[src/rtl/imm_gen_stream_if.sv]
// Streaming handshake bundle for the immediate generator: instruction in, decoded immediate out.
interface imm_gen_stream_if #(
    parameter int unsigned XLEN  = 64,
    parameter int unsigned CNT_W = 16
);
    logic             in_valid;
    logic             in_ready;
    logic [31:0]      in_instr;
    logic             out_valid;
    logic             out_ready;
    logic [XLEN-1:0]  out_imm;
    logic [2:0]       out_fmt;
    logic             out_illegal;
    logic [CNT_W-1:0] illegal_count;

    modport master (
        output in_valid, in_instr, out_ready,
        input  in_ready, out_valid, out_imm, out_fmt, out_illegal, illegal_count
    );

    modport slave (
        input  in_valid, in_instr, out_ready,
        output in_ready, out_valid, out_imm, out_fmt, out_illegal, illegal_count
    );
endinterface

[src/rtl/imm_gen_stream.sv]
// RISC-V immediate generator with a 2-entry output FIFO and a saturating illegal-opcode counter.
module imm_gen_stream #(
    parameter int unsigned XLEN  = 64,
    parameter int unsigned CNT_W = 16
) (
    input logic               clk,
    input logic               reset,
    imm_gen_stream_if.slave   bus
);
    localparam logic [2:0] FmtI    = 3'd0;
    localparam logic [2:0] FmtS    = 3'd1;
    localparam logic [2:0] FmtB    = 3'd2;
    localparam logic [2:0] FmtU    = 3'd3;
    localparam logic [2:0] FmtJ    = 3'd4;
    localparam logic [2:0] FmtNone = 3'd7;

    typedef struct packed {
        logic [XLEN-1:0] imm;
        logic [2:0]      fmt;
        logic            illegal;
    } entry_t;

    typedef enum logic [1:0] {StEmpty, StOne, StFull} state_e;

    localparam entry_t EntryIdle = '{imm: '0, fmt: FmtNone, illegal: 1'b0};

    state_e           state_q, state_d;
    entry_t           head_q, head_d, tail_q, tail_d;
    entry_t           dec;
    logic [CNT_W-1:0] cnt_q, cnt_d;
    logic [31:0]      instr;
    logic [31:0]      raw;
    logic             push, pop;

    assign instr = bus.in_instr;

    // Every field is first sign-extended to 32 bits, then widened by a signed cast.
    always_comb begin
        raw         = '0;
        dec.fmt     = FmtNone;
        dec.illegal = 1'b1;
        case (instr[6:0])
            7'b0000011, 7'b0010011, 7'b0011011, 7'b1100111: begin
                raw     = {{20{instr[31]}}, instr[31:20]};
                dec.fmt = FmtI;
            end
            7'b0100011: begin
                raw     = {{20{instr[31]}}, instr[31:25], instr[11:7]};
                dec.fmt = FmtS;
            end
            7'b1100011: begin
                raw     = {{19{instr[31]}}, instr[31], instr[7], instr[30:25], instr[11:8], 1'b0};
                dec.fmt = FmtB;
            end
            7'b0110111, 7'b0010111: begin
                raw     = {instr[31:12], 12'b0};
                dec.fmt = FmtU;
            end
            7'b1101111: begin
                raw     = {{11{instr[31]}}, instr[31], instr[19:12], instr[20], instr[30:21], 1'b0};
                dec.fmt = FmtJ;
            end
            default: ;
        endcase
        dec.illegal = (dec.fmt == FmtNone);
        dec.imm     = XLEN'($signed(raw));
    end

    // Reset gates in_ready directly so nothing is accepted while reset is high.
    assign bus.in_ready  = !reset && (state_q != StFull);
    assign bus.out_valid = (state_q != StEmpty);
    assign push          = bus.in_valid && bus.in_ready;
    assign pop           = bus.out_valid && bus.out_ready;

    always_comb begin
        state_d = state_q;
        head_d  = head_q;
        tail_d  = tail_q;
        cnt_d   = cnt_q;
        unique case (state_q)
            StEmpty: begin
                if (push) begin
                    head_d  = dec;
                    state_d = StOne;
                end
            end
            StOne: begin
                if (push && pop) begin
                    head_d = dec;
                end else if (push) begin
                    tail_d  = dec;
                    state_d = StFull;
                end else if (pop) begin
                    state_d = StEmpty;
                end
            end
            StFull: begin
                if (pop) begin
                    head_d  = tail_q;
                    state_d = StOne;
                end
            end
            default: state_d = StEmpty;
        endcase
        if (push && dec.illegal && (cnt_q != {CNT_W{1'b1}})) begin
            cnt_d = cnt_q + 1'b1;
        end
    end

    always_ff @(posedge clk) begin
        if (reset) begin
            state_q <= StEmpty;
            head_q  <= EntryIdle;
            tail_q  <= EntryIdle;
            cnt_q   <= '0;
        end else begin
            state_q <= state_d;
            head_q  <= head_d;
            tail_q  <= tail_d;
            cnt_q   <= cnt_d;
        end
    end

    // Stale head contents are masked once the buffer drains.
    assign bus.out_imm       = bus.out_valid ? head_q.imm : '0;
    assign bus.out_fmt       = bus.out_valid ? head_q.fmt : FmtNone;
    assign bus.out_illegal   = bus.out_valid ? head_q.illegal : 1'b0;
    assign bus.illegal_count = cnt_q;
endmodule

[src/flat_wrapper.sv]
// flat-port wrapper written by rule: the top's interface ports become plain ports
module imm_gen_stream_flat 
#(
    parameter int unsigned XLEN  = 64,
    parameter int unsigned CNT_W = 16
)
  (clk, reset, bus_in_valid, bus_in_instr, bus_out_ready, bus_in_ready, bus_out_valid, bus_out_imm, bus_out_fmt, bus_out_illegal, bus_illegal_count);
  imm_gen_stream_if #(.XLEN(XLEN), .CNT_W(CNT_W)) bus_i ();
  input logic clk;
  input logic reset;
  input wire logic [$bits(bus_i.in_valid)-1:0] bus_in_valid;
  input wire logic [$bits(bus_i.in_instr)-1:0] bus_in_instr;
  input wire logic [$bits(bus_i.out_ready)-1:0] bus_out_ready;
  output wire logic [$bits(bus_i.in_ready)-1:0] bus_in_ready;
  output wire logic [$bits(bus_i.out_valid)-1:0] bus_out_valid;
  output wire logic [$bits(bus_i.out_imm)-1:0] bus_out_imm;
  output wire logic [$bits(bus_i.out_fmt)-1:0] bus_out_fmt;
  output wire logic [$bits(bus_i.out_illegal)-1:0] bus_out_illegal;
  output wire logic [$bits(bus_i.illegal_count)-1:0] bus_illegal_count;
  assign bus_i.in_valid = bus_in_valid;
  assign bus_i.in_instr = bus_in_instr;
  assign bus_i.out_ready = bus_out_ready;
  assign bus_in_ready = bus_i.in_ready;
  assign bus_out_valid = bus_i.out_valid;
  assign bus_out_imm = bus_i.out_imm;
  assign bus_out_fmt = bus_i.out_fmt;
  assign bus_out_illegal = bus_i.out_illegal;
  assign bus_illegal_count = bus_i.illegal_count;
  imm_gen_stream #(.XLEN(XLEN), .CNT_W(CNT_W)) u_core (.clk(clk), .reset(reset), .bus(bus_i));
endmodule
[config.mk]
export PLATFORM = sky130hd
export DESIGN_NAME = imm_gen_stream_flat
export DESIGN_NICKNAME = d
export VERILOG_FILES = /design/src/rtl/imm_gen_stream_if.sv /design/src/rtl/imm_gen_stream.sv /design/src/flat_wrapper.sv
export SDC_FILE = /design/constraint.sdc
export NUM_CORES = 1
export LEC_CHECK = 0
export BUFFER_PORTS_ARGS = -buffer_cell sky130_fd_sc_hd__buf_2
export CAP_MARGIN = 20
export CORE_MARGIN = 1
export CORE_UTILIZATION = 45
export CTS_BUF_LIST = sky130_fd_sc_hd__clkbuf_16
export DETAILED_ROUTE_END_ITERATION = 10
export PLACE_DENSITY_LB_ADDON = 0.25
export SKIP_CTS_REPAIR_TIMING = 1
export SYNTH_ARGS = -nofsm -noshare
export SYNTH_HDL_FRONTEND = slang
export SYNTH_SLANG_ARGS = --single-unit
[constraint.sdc]
create_clock -name clk -period 2.3 [get_ports clk]
set_input_delay 0.23 -clock clk [delete_from_list [all_inputs] [get_ports clk]]
set_output_delay 0.23 -clock clk [all_outputs]
set_load 0.01 [all_outputs]
==> results of run 1 <==
==> Yosys cell counts (5+ instances only) <==
| cell | number |
|---|---|
| nor2_1 | 51 |
| nand2b_1 | 8 |
| a22oi_1 | 6 |
| and3_1 | 5 |
| or2_2 | 5 |
| dfxtp_1 | 90 |
| buf_4 | 32 |
| a21oi_1 | 65 |
| nand3_1 | 22 |
| clkbuf_1 | 38 |
| nor3_1 | 11 |
| nand2_1 | 63 |
| a211oi_1 | 7 |
| a221oi_1 | 6 |
| o21ai_0 | 59 |
| nor3b_1 | 9 |
| a211o_1 | 10 |
| nor2b_1 | 44 |
| nand3b_1 | 5 |
| and2_1 | 7 |
| o41ai_1 | 5 |
==> routing by layer <==
| metal | track usage (%) | vias to the layer above |
|---|---|---|
| met5 | 0 | - |
| met4 | 6.94 | 0 |
| met3 | 3.45 | 13 |
| met2 | 37.5 | 141 |
| met1 | 30.1 | 2153 |
| li1 | - | 2277 |
==> state kept, by name (all words and copies together), names as in the netlist <==
name	count
u_core.head_q	36
u_core.tail_q	36
u_core.bus.illegal_count	16
u_core.state_q	2
==> cell families (layout without fill, tap and decap cells) <==
kind of cell,after synthesis,after routing
DFF,90,90
muxes,4,4
and+or+nand+nor,250,250
other,0,1
adders and majority gates,1,1
xor gates and xnor gates,1,1
AOI/OAI and AO/OA,182,182
buffers and inverters,79,166
==> stage by stage <==
step | util (%) | area, um^2 | power, W
6_report | 55.6 | 5530 | 0.00336
3_5_place_dp | 52.7 | 5250 | 0.00204
2_1_floorplan | - | 4700 | 0.00191
3_3_place_gp | 52.7 | 5250 | 0.00203
4_1_cts | 55.5 | 5520 | 0.00337
5_1_grt | 55.6 | 5530 | 0.00348
==> cell type report <==
class	instances	area share (%)
Clock buffer	9	4.07
Sequential cell	90	32.6
Inverter	4	0.271
Antenna cell	1	0.0452
Multi-Input combinational cell	438	44.8
Clock inverter	7	0.837
Tap cell	133	3.01
Timing Repair Buffer	146	14.3
==> power by group <==
part / switching (W) / internal [W]
sequential: 0.0000258 / 0.00160
clock: 0.000619 / 0.000730
combinational: 0.000239 / 0.000144
total: 0.000885 / 0.00247
==> cells in the final DEF (no fill, tap or decap), types with 2 or more instances in the layout <==
cell type and n:
buf_2 121, o21ai_0 58, nand2b_1 8, clkinv_4 3, or2_2 5, clkbuf_16 9
and2_1 7, or3b_2 2, a22oi_1 6, o22ai_1 2, nand2_1 63, a31o_2 2
a211oi_1 7, nor2b_1 42, nand3_1 22, o41ai_1 5, o311ai_0 4, nor2_1 50
dfxtp_1 90, nand3b_1 5, or4_1 3, nor3b_1 9, nor2b_4 2, o31ai_1 2
o211ai_1 4, and4_1 3, a21oi_1 65, mux2i_1 2, a221oi_1 6, mux2_2 2
a211o_1 10, nor3_1 11, inv_1 5, nand4_1 3, clkinv_1 2, and3_1 5
buf_4 25
==> how the worst min path moves through the flow <==
stage,start,to,slack (ns),depth (start not counted)
floorplan,bus_out_ready,u_core.state_q[1],0.31,1
global placement,u_core.head_q[30],u_core.head_q[30],0.43,2
detailed placement,u_core.head_q[28],u_core.head_q[28],0.44,2
CTS,bus_in_instr[13],u_core.head_q[17],0.11,2
global route,bus_in_instr[15],u_core.head_q[19],0.12,2
finish,bus_in_instr[15],u_core.head_q[19],0.11,2
==> metrics.txt, run 1 <==
status=finished clean; Critical-path top delay cell=or4b_2; I/O pin cnt=122; kind of start point of the critical path=flop; Top FF cell, synth=dfxtp_1; Worst Tran Pin Value=0.846 ns; DR DRC count=0; GRT overflow=0; layout cells sized above 1=25.8%; clock sinks=90; DR vias=4,584; footprint of the multi-input gates=2480 um^2; Hold/Removal Path Class=primary input to flop; FILL cells=963; flop2flop setup slack=0.18 ns; min Tclk post-route=2.12 ns; DRT Pass-1 Iters=5; required time of the critical path=2.57 ns; placement row count=36; area fraction of the dominant cell type after synthesis=38.3%; vias in the first global route=4,157; CTS tree=built; WP buf/inv=0; non-filler cells, final=828; vias per std cell=5.54; largest net degree at the start of global routing=37; Post-Route WL=12,300 um; cts bufs inserted=9; sequential share of the synthesized area=38.3%; overall routing resource usage=22.6%; CP delay by family, top=simple AND/OR/NAND/NOR gates; Worst Path Max Fanout=7; placed insts=811; CP endpoint kind=flop; Area Overhead vs Synth=17.7%; Leak=2.38 nW; Syn Area/Cell=7.74 um^2; Mapped Area=4700 um^2; number of port buffers=121; critical-path cell list=and4_1 > nand3_1 > nor3_1 > or4b_2 > a21oi_1; simple-gate area share of the yosys netlist=27.7%; f_max=0.472 GHz; Final Cycle Share=92.1%; critical path capture point=u_core.bus.illegal_count[9]; DP Worst Slack=0.0743 ns; total negative slack=0 ns; first-pass GRT wire length=20,100 um; wire per inst=14.8 um; Slew Limit Fails=0; PwrDens=607 nW/um^2; r2r worst-path depth=5; Final Skew=0.00798 ns; Core Box Area=9950 um^2; Initial Util=47.2%; routed length on met1=5830 um; setup ws final=0.181 ns; logic depth of the worst path, buffers included=5; hpwl dp=8650 um; Syn. warnings=0; syn_nets=644; die area=10,900 um^2; Syn Inst Count=607; Placer Congestion=0.922; worst path arrival time=2.39 ns; Reg clk slew, reported paths=0.07 ns; Post-synth ARST share=0%; main combinational cell family by area after synthesis=simple AND/OR/NAND/NOR gates; Slew headroom=43.3%; number of synthesized flops with an enable pin=0; antenna violations before repair=1; complex-gate fraction of the synthesized area=23.3%; adder-cell area share of the yosys netlist=0.266%; xor/xnor cell area share of the yosys netlist=0.186%; main area contributors after synthesis=dfxtp_1 38%, a21oi_1 6.9%, o21ai_0 6.3%, nor2b_1 5.9%, buf_4 5.1%; Detail Route Antenna Nets=0; Hold Worst Slack=0.114 ns; Final setup viols=0; max_cap viols=0; multiplexer share of the synthesized area=0.905%; register area=1800 um^2; RR Startpoint=u_core.bus.illegal_count[2]; critical path type=flop to flop; DRT iter0 DRCs=217; met3 WL=565 um; Final #Nets=726; met2 wire len=5690 um; max layer used=met4; Die Span X=104 um; H-tree depth=3; Skew-Pair Late Insertion Delay=0.34 ns; Synth cell types=57; worst-case clock buffer depth=2; Critical Path Source=u_core.bus.illegal_count[2]; Worst VDD drop=0.424 mV; RSZ-0062 raised after global routing=false; CP peak stage delay=0.62 ns; root cell of the clock tree=clkbuf_16; area leader, netlist=dfxtp_1; #FFs+latches synth=90; Fin. Hold Viols=0; Die Ht=104 um; reg2reg end=u_core.bus.illegal_count[9]
Note: power is estimated with default switching activity, not from simulation.
==> run 2: changes to the inputs <==
Settings changed: REMOVE_ABC_BUFFERS set to 1.
==> run 2 against run 1 <==
  * Core utilization up 0.49 points
  * Worst setup slack gained 0.072 ns
  * Via count up 0.44%
  * Final area is 0.88% higher
  * Clock power rose by 13%
  * Non-clock buffer count is 3 higher
  * Critical path type unchanged
  * Largest cell class unchanged
  * Largest power group unchanged
==> metrics.txt, run 2 (synthesis results as in run 1) <==
cell area after layout=5580 um^2 (+0.88%); clock sinks=90 (unchanged); Hold Path Stages=2 (unchanged); Skew-Pair Late Insertion Delay=0.34 ns (about the same); Hold Worst Slack=0.114 ns (+0.000658 ns); CP peak stage delay=0.43 ns (-0.19 ns); GRT overflow=0 (unchanged); worst path arrival time=2.25 ns (-0.14 ns); CP endpoint kind=flop; antenna diode count=0 (-1); f_max=0.489 GHz (+3.5%); I/O pin cnt=122 (unchanged); Core Box Area=9950 um^2 (unchanged); die area=10,900 um^2 (unchanged); wire per inst=15.0 um (+1.5%); Final #Nets=729 (+0.41%); critical-path cell list=nor2b_4 > a311o_1 > or2_1 > buf_4 > o311ai_0 > o41ai_1; Post-Route WL=12,500 um (+1.8%); vias in the first global route=4,248 (+2.2%); DR DRC count=0 (unchanged); CTS tree=built; sequential share of power=45.9% (-2.5 points); kind of start point of the critical path=flop; placed cell areas=5270 um^2 (+0.38%); placement row count=36 (unchanged); H-tree depth=3 (unchanged); Detail Route Antenna Nets=0 (unchanged); Placer Congestion=0.892 (-3.3%); Slew headroom=57.2% (+14 points); Leak=2.41 nW (+1.3%); commonest non-fill, non-tap cell in the layout=buf_2; FILL cells=937 (-2.7%); max_cap viols=0 (unchanged); register area=1800 um^2 (about the same); Combinational Power Share=11.0% (-0.4 points); Final Cycle Share=89.0% (-3.1 points); required time of the critical path=2.51 ns (-0.06 ns); Reg clk slew, reported paths=0.07 ns (about the same); cts bufs inserted=9 (unchanged); most frequent cells in the layout=121 x buf_2, 89 x dfxtp_1, 65 x a21oi_1; r2r worst-path depth=6 (+1); hpwl dp=8960 um (+3.7%); min Tclk post-route=2.05 ns (-0.0724 ns); DP Worst Slack=0.0731 ns (-0.00118 ns); root cell of the clock tree=clkbuf_16; Die Span X=104 um (unchanged); Die Ht=104 um (unchanged); layout cells sized above 1=26.4% (+0.61 points); PwrDens=633 nW/um^2 (+4.3%); Area Overhead vs Synth=18.7%; largest net degree at the start of global routing=61 (+65%); worst-case clock buffer depth=2 (unchanged); Worst Tran Pin Value=0.642 ns (-0.204 ns); Fin. Hold Viols=0 (unchanged); Total Power=0.00353 W (+5.2%); number of port buffers=121 (unchanged); antenna violations before repair=0 (-1); Pint=0.00261 W (+5.4%); RSZ-0062 raised after global routing=false; Final setup viols=0 (unchanged); clock network power share=43.1% (+2.9 points); Worst Path Max Fanout=12 (+5); footprint of the multi-input gates=2470 um^2 (-0.40%); Slew Limit Fails=0 (unchanged); status=finished clean; DRT Pass-1 Iters=5 (unchanged); Switching Fraction=26.2% (-0.14 points); Final Skew=0.00650 ns (-0.00148 ns); sw power=0.000926 W (+4.6%); Critical-path top delay cell=dfxtp_2; Hold/Removal Path Class=primary input to flop; setup ws final=0.253 ns (+0.0724 ns); total negative slack=0 ns (unchanged); Initial Util=47.2% (unchanged); vias per std cell=5.55 (+0.19%); critical path type=flop to flop; DR vias=4,604 (+0.44%); Worst VDD drop=0.498 mV (+17%); overall routing resource usage=23.1% (+0.53 points); DRT iter0 DRCs=285 (+31%); first-pass GRT wire length=20,700 um (+2.9%)
## run 2: changes by cell type in the layout (fill, tap and decap cells not counted), sizes merged
cell and delta:
clkinv -4, buf +3, inv +2, bufinv +1, clkinvlp +1, diode -1
## run 2: path summary, 6_finish.rpt
| kind | from | slack, ns | endpoint |
|---|---|---|---|
| hold reg to reg | u_core.head_q[7] | 0.45 | u_core.head_q[7] |
| setup / recovery | u_core.state_q[0] | 0.25 | u_core.bus.illegal_count[4] |
| hold / removal | bus_in_instr[17] | 0.11 | u_core.head_q[21] |
| setup reg to reg | u_core.state_q[0] | 0.25 | u_core.bus.illegal_count[4] |
## run 2: power by group through the flow
stage	Sequential, W	Clock, W	Combinational [W]
floorplan	0.00165	0	0.000200
global placement	0.00165	0	0.000379
detailed placement	0.00166	0	0.000387
CTS	0.00162	0.00155	0.000389
global route	0.00163	0.00162	0.000428
finish	0.00162	0.00152	0.000388
## run 2: layout make-up
type | instances | area share (%)
clock inverter | 7 | 1.50
inverter | 4 | 0.269
multi-input combinational | 438 | 44.3
sequential | 90 | 32.3
timing repair buffer | 149 | 14.6
tap | 133 | 2.98
clock buffer | 9 | 4.04
## run 2: worst max-delay path: cells and delay by family (launching register included)
kind | cells | cell delay, ns
buffers and inverters | 1 | 0.22
and+or+nand+nor | 2 | 0.44
AOI/OAI and AO/OA | 3 | 0.81
DFF | 1 | 0.43
## run 2: layer usage
layer  global-route usage [%]  vias to the layer above  routed length, um
li1                         -                     2286                  -
met1                     30.8                     2169               5900
met2                     38.2                      131               5830
met3                     3.26                       18                515
met4                     7.96                        0                225
met5                        0                        -                  0
## run 2: stage by stage
step	instances	utilization, %
floorplan	532	-
global placement	814	52.9
detailed placement	814	52.9
CTS	830	56.0
global route	830	56.0
finish	830	56.0
==> run 3: changes to the inputs <==
Settings changed: CTS_BUF_LIST sky130_fd_sc_hd__clkbuf_16 to sky130_fd_sc_hd__clkbuf_8.
==> run 3 against run 2 <==
  * Fmax decreased by 0.23%
  * Via count about the same
  * Non-clock buffer count unchanged
  * Sequential share of layout area increased by 0.60 points
  * Sequential cell count unchanged
  * Largest cell class unchanged
==> metrics.txt, run 3 (synthesis results as in run 1) <==
status=finished clean; min Tclk post-route=2.05 ns (+0.00463 ns); Final Cycle Share=89.2% (+0.20 points); Worst VDD drop=0.455 mV (-8.5%); kind of start point of the critical path=flop; Combinational Power Share=12.3% (+1.3 points); Initial Util=47.2% (unchanged); worst path arrival time=2.33 ns (+0.08 ns); Post-Route WL=12,500 um (+0.42%); cell area after layout=5480 um^2 (-1.8%); Die Span X=104 um (unchanged); critical-path cell list=ha_1 > and3_1 > and3_1 > nor2b_1 > buf_4 > or4_1 > a21oi_1; number of port buffers=121 (unchanged); max_cap viols=0 (unchanged); antenna violations before repair=0 (unchanged); Final #Nets=729 (unchanged); DR vias=4,605 (+0.022%); largest net degree at the start of global routing=61 (unchanged); Core Box Area=9950 um^2 (unchanged); cts bufs inserted=9 (unchanged); r2r worst-path depth=7 (+1); wire per inst=15.1 um (+0.42%); hpwl dp=8960 um (unchanged); required time of the critical path=2.58 ns (+0.07 ns); clock network power share=36.3% (-6.8 points); Die Ht=104 um (unchanged); placed insts=814 (unchanged); Worst Tran Pin Value=0.645 ns (+0.00321 ns); PwrDens=575 nW/um^2 (-9.1%); Skew-Pair Late Insertion Delay=0.36 ns (+0.02 ns); Detail Route Antenna Nets=0 (unchanged); first-pass GRT wire length=20,700 um (+0.10%); Reg clk slew, reported paths=0.10 ns (+0.03 ns); Critical-path top delay cell=or4_1; non-filler cells, final=830 (unchanged); worst-case clock buffer depth=2 (unchanged); sequential share of power=51.4% (+5.5 points); commonest non-fill, non-tap cell in the layout=buf_2; placement row count=36 (unchanged); most frequent cells in the layout=121 x buf_2, 89 x dfxtp_1, 65 x a21oi_1; H-tree depth=3 (unchanged); Slew headroom=57.0% (-0.21 points); critical path type=flop to flop; Area Overhead vs Synth=16.6%; sw power=0.000886 W (-4.3%); most frequent CP cell=and3_1; GRT overflow=0 (unchanged); DRT Pass-1 Iters=5 (unchanged); vias in the first global route=4,244 (-0.094%); Switching Fraction=28.1% (+1.9 points); vias per std cell=5.55 (about the same); Slew Limit Fails=0 (unchanged); CP peak stage delay=0.48 ns (+0.05 ns); Fin. Hold Viols=0 (unchanged); root cell of the clock tree=clkbuf_8; Hold Path Stages=2 (unchanged); DRT iter0 DRCs=279 (-2.1%); Final Skew=0.00683 ns (+0.000332 ns); overall routing resource usage=23.1% (about the same); Leak=2.36 nW (-1.9%); DR DRC count=0 (unchanged); antenna diode count=0 (unchanged); placed cell areas=5270 um^2 (unchanged); Worst Path Max Fanout=16 (+4); Final setup viols=0 (unchanged); layout cells sized above 1=26.4% (unchanged); Pint=0.00227 W (-13%); RSZ-0062 raised after global routing=false; f_max=0.487 GHz (-0.23%); Hold/Removal Path Class=primary input to flop; Placer Congestion=0.892 (unchanged); CP endpoint kind=flop; die area=10,900 um^2 (unchanged); clock sinks=90 (unchanged); CTS tree=built; I/O pin cnt=122 (unchanged)
run 3: cell counts in the layout (fill, tap and decap cells not counted):
No cell type changed its count.
run 3: per-stage QoR:
step,setup TNS [ns],total power (W),hold WS [ns],util (%),setup slack (ns)
global route,0,0.00329,0.0848,55.0,0.0990
floorplan,-103.63,0.00185,0.299,-,-3.09
detailed placement,0,0.00204,0.440,52.9,0.0731
global placement,0,0.00203,0.437,52.9,0.206
finish,0,0.00315,0.0871,55.0,0.248
CTS,0,0.00318,0.0811,55.0,0.162
run 3: worst paths after layout:
check | slack, ns | to | startpoint
worst max-delay path | 0.25 | u_core.bus.illegal_count[6] | u_core.bus.illegal_count[0]
worst min-delay path | 0.09 | u_core.head_q[21] | bus_in_instr[17]
worst min register to register | 0.46 | u_core.head_q[6] | u_core.head_q[6]
worst max register to register | 0.25 | u_core.bus.illegal_count[6] | u_core.bus.illegal_count[0]
run 3: final cells by class:
cell class / count / area [um^2]
Fill cell: 945 / 4480
Multi-Input combinational cell: 438 / 2470
Sequential cell: 90 / 1800
Timing Repair Buffer: 149 / 816
Tap cell: 133 / 166
Clock buffer: 9 / 124
Clock inverter: 7 / 83.8
Inverter: 4 / 15.0
run 3: routing by layer:
layer | track usage, % | up-vias | share of wire [%]
li1 | - | 2279 | -
met5 | 0 | - | 0
met3 | 3.26 | 17 | 5.3
met2 | 38.6 | 147 | 47
met1 | 30.5 | 2162 | 46
met4 | 7.76 | 0 | 1.8
run 3: critical path: cells and delay by family (launching register included):
kind,cells,cell delay (ns)
AND/OR/NAND/NOR,4,1.04
adder cells (fa/ha/maj),1,0.26
flip-flops,1,0.35
buffers and inverters,1,0.18
AO/OA/AOI/OAI,1,0.15
run 3: power by group through the flow:
| stage | registers [W] | clock network [W] | logic, W |
|---|---|---|---|
| floorplan | 0.00165 | 0 | 0.000200 |
| global placement | 0.00165 | 0 | 0.000379 |
| global route | 0.00163 | 0.00124 | 0.000428 |
| CTS | 0.00162 | 0.00117 | 0.000389 |
| finish | 0.00162 | 0.00114 | 0.000388 |
| detailed placement | 0.00166 | 0 | 0.000387 |
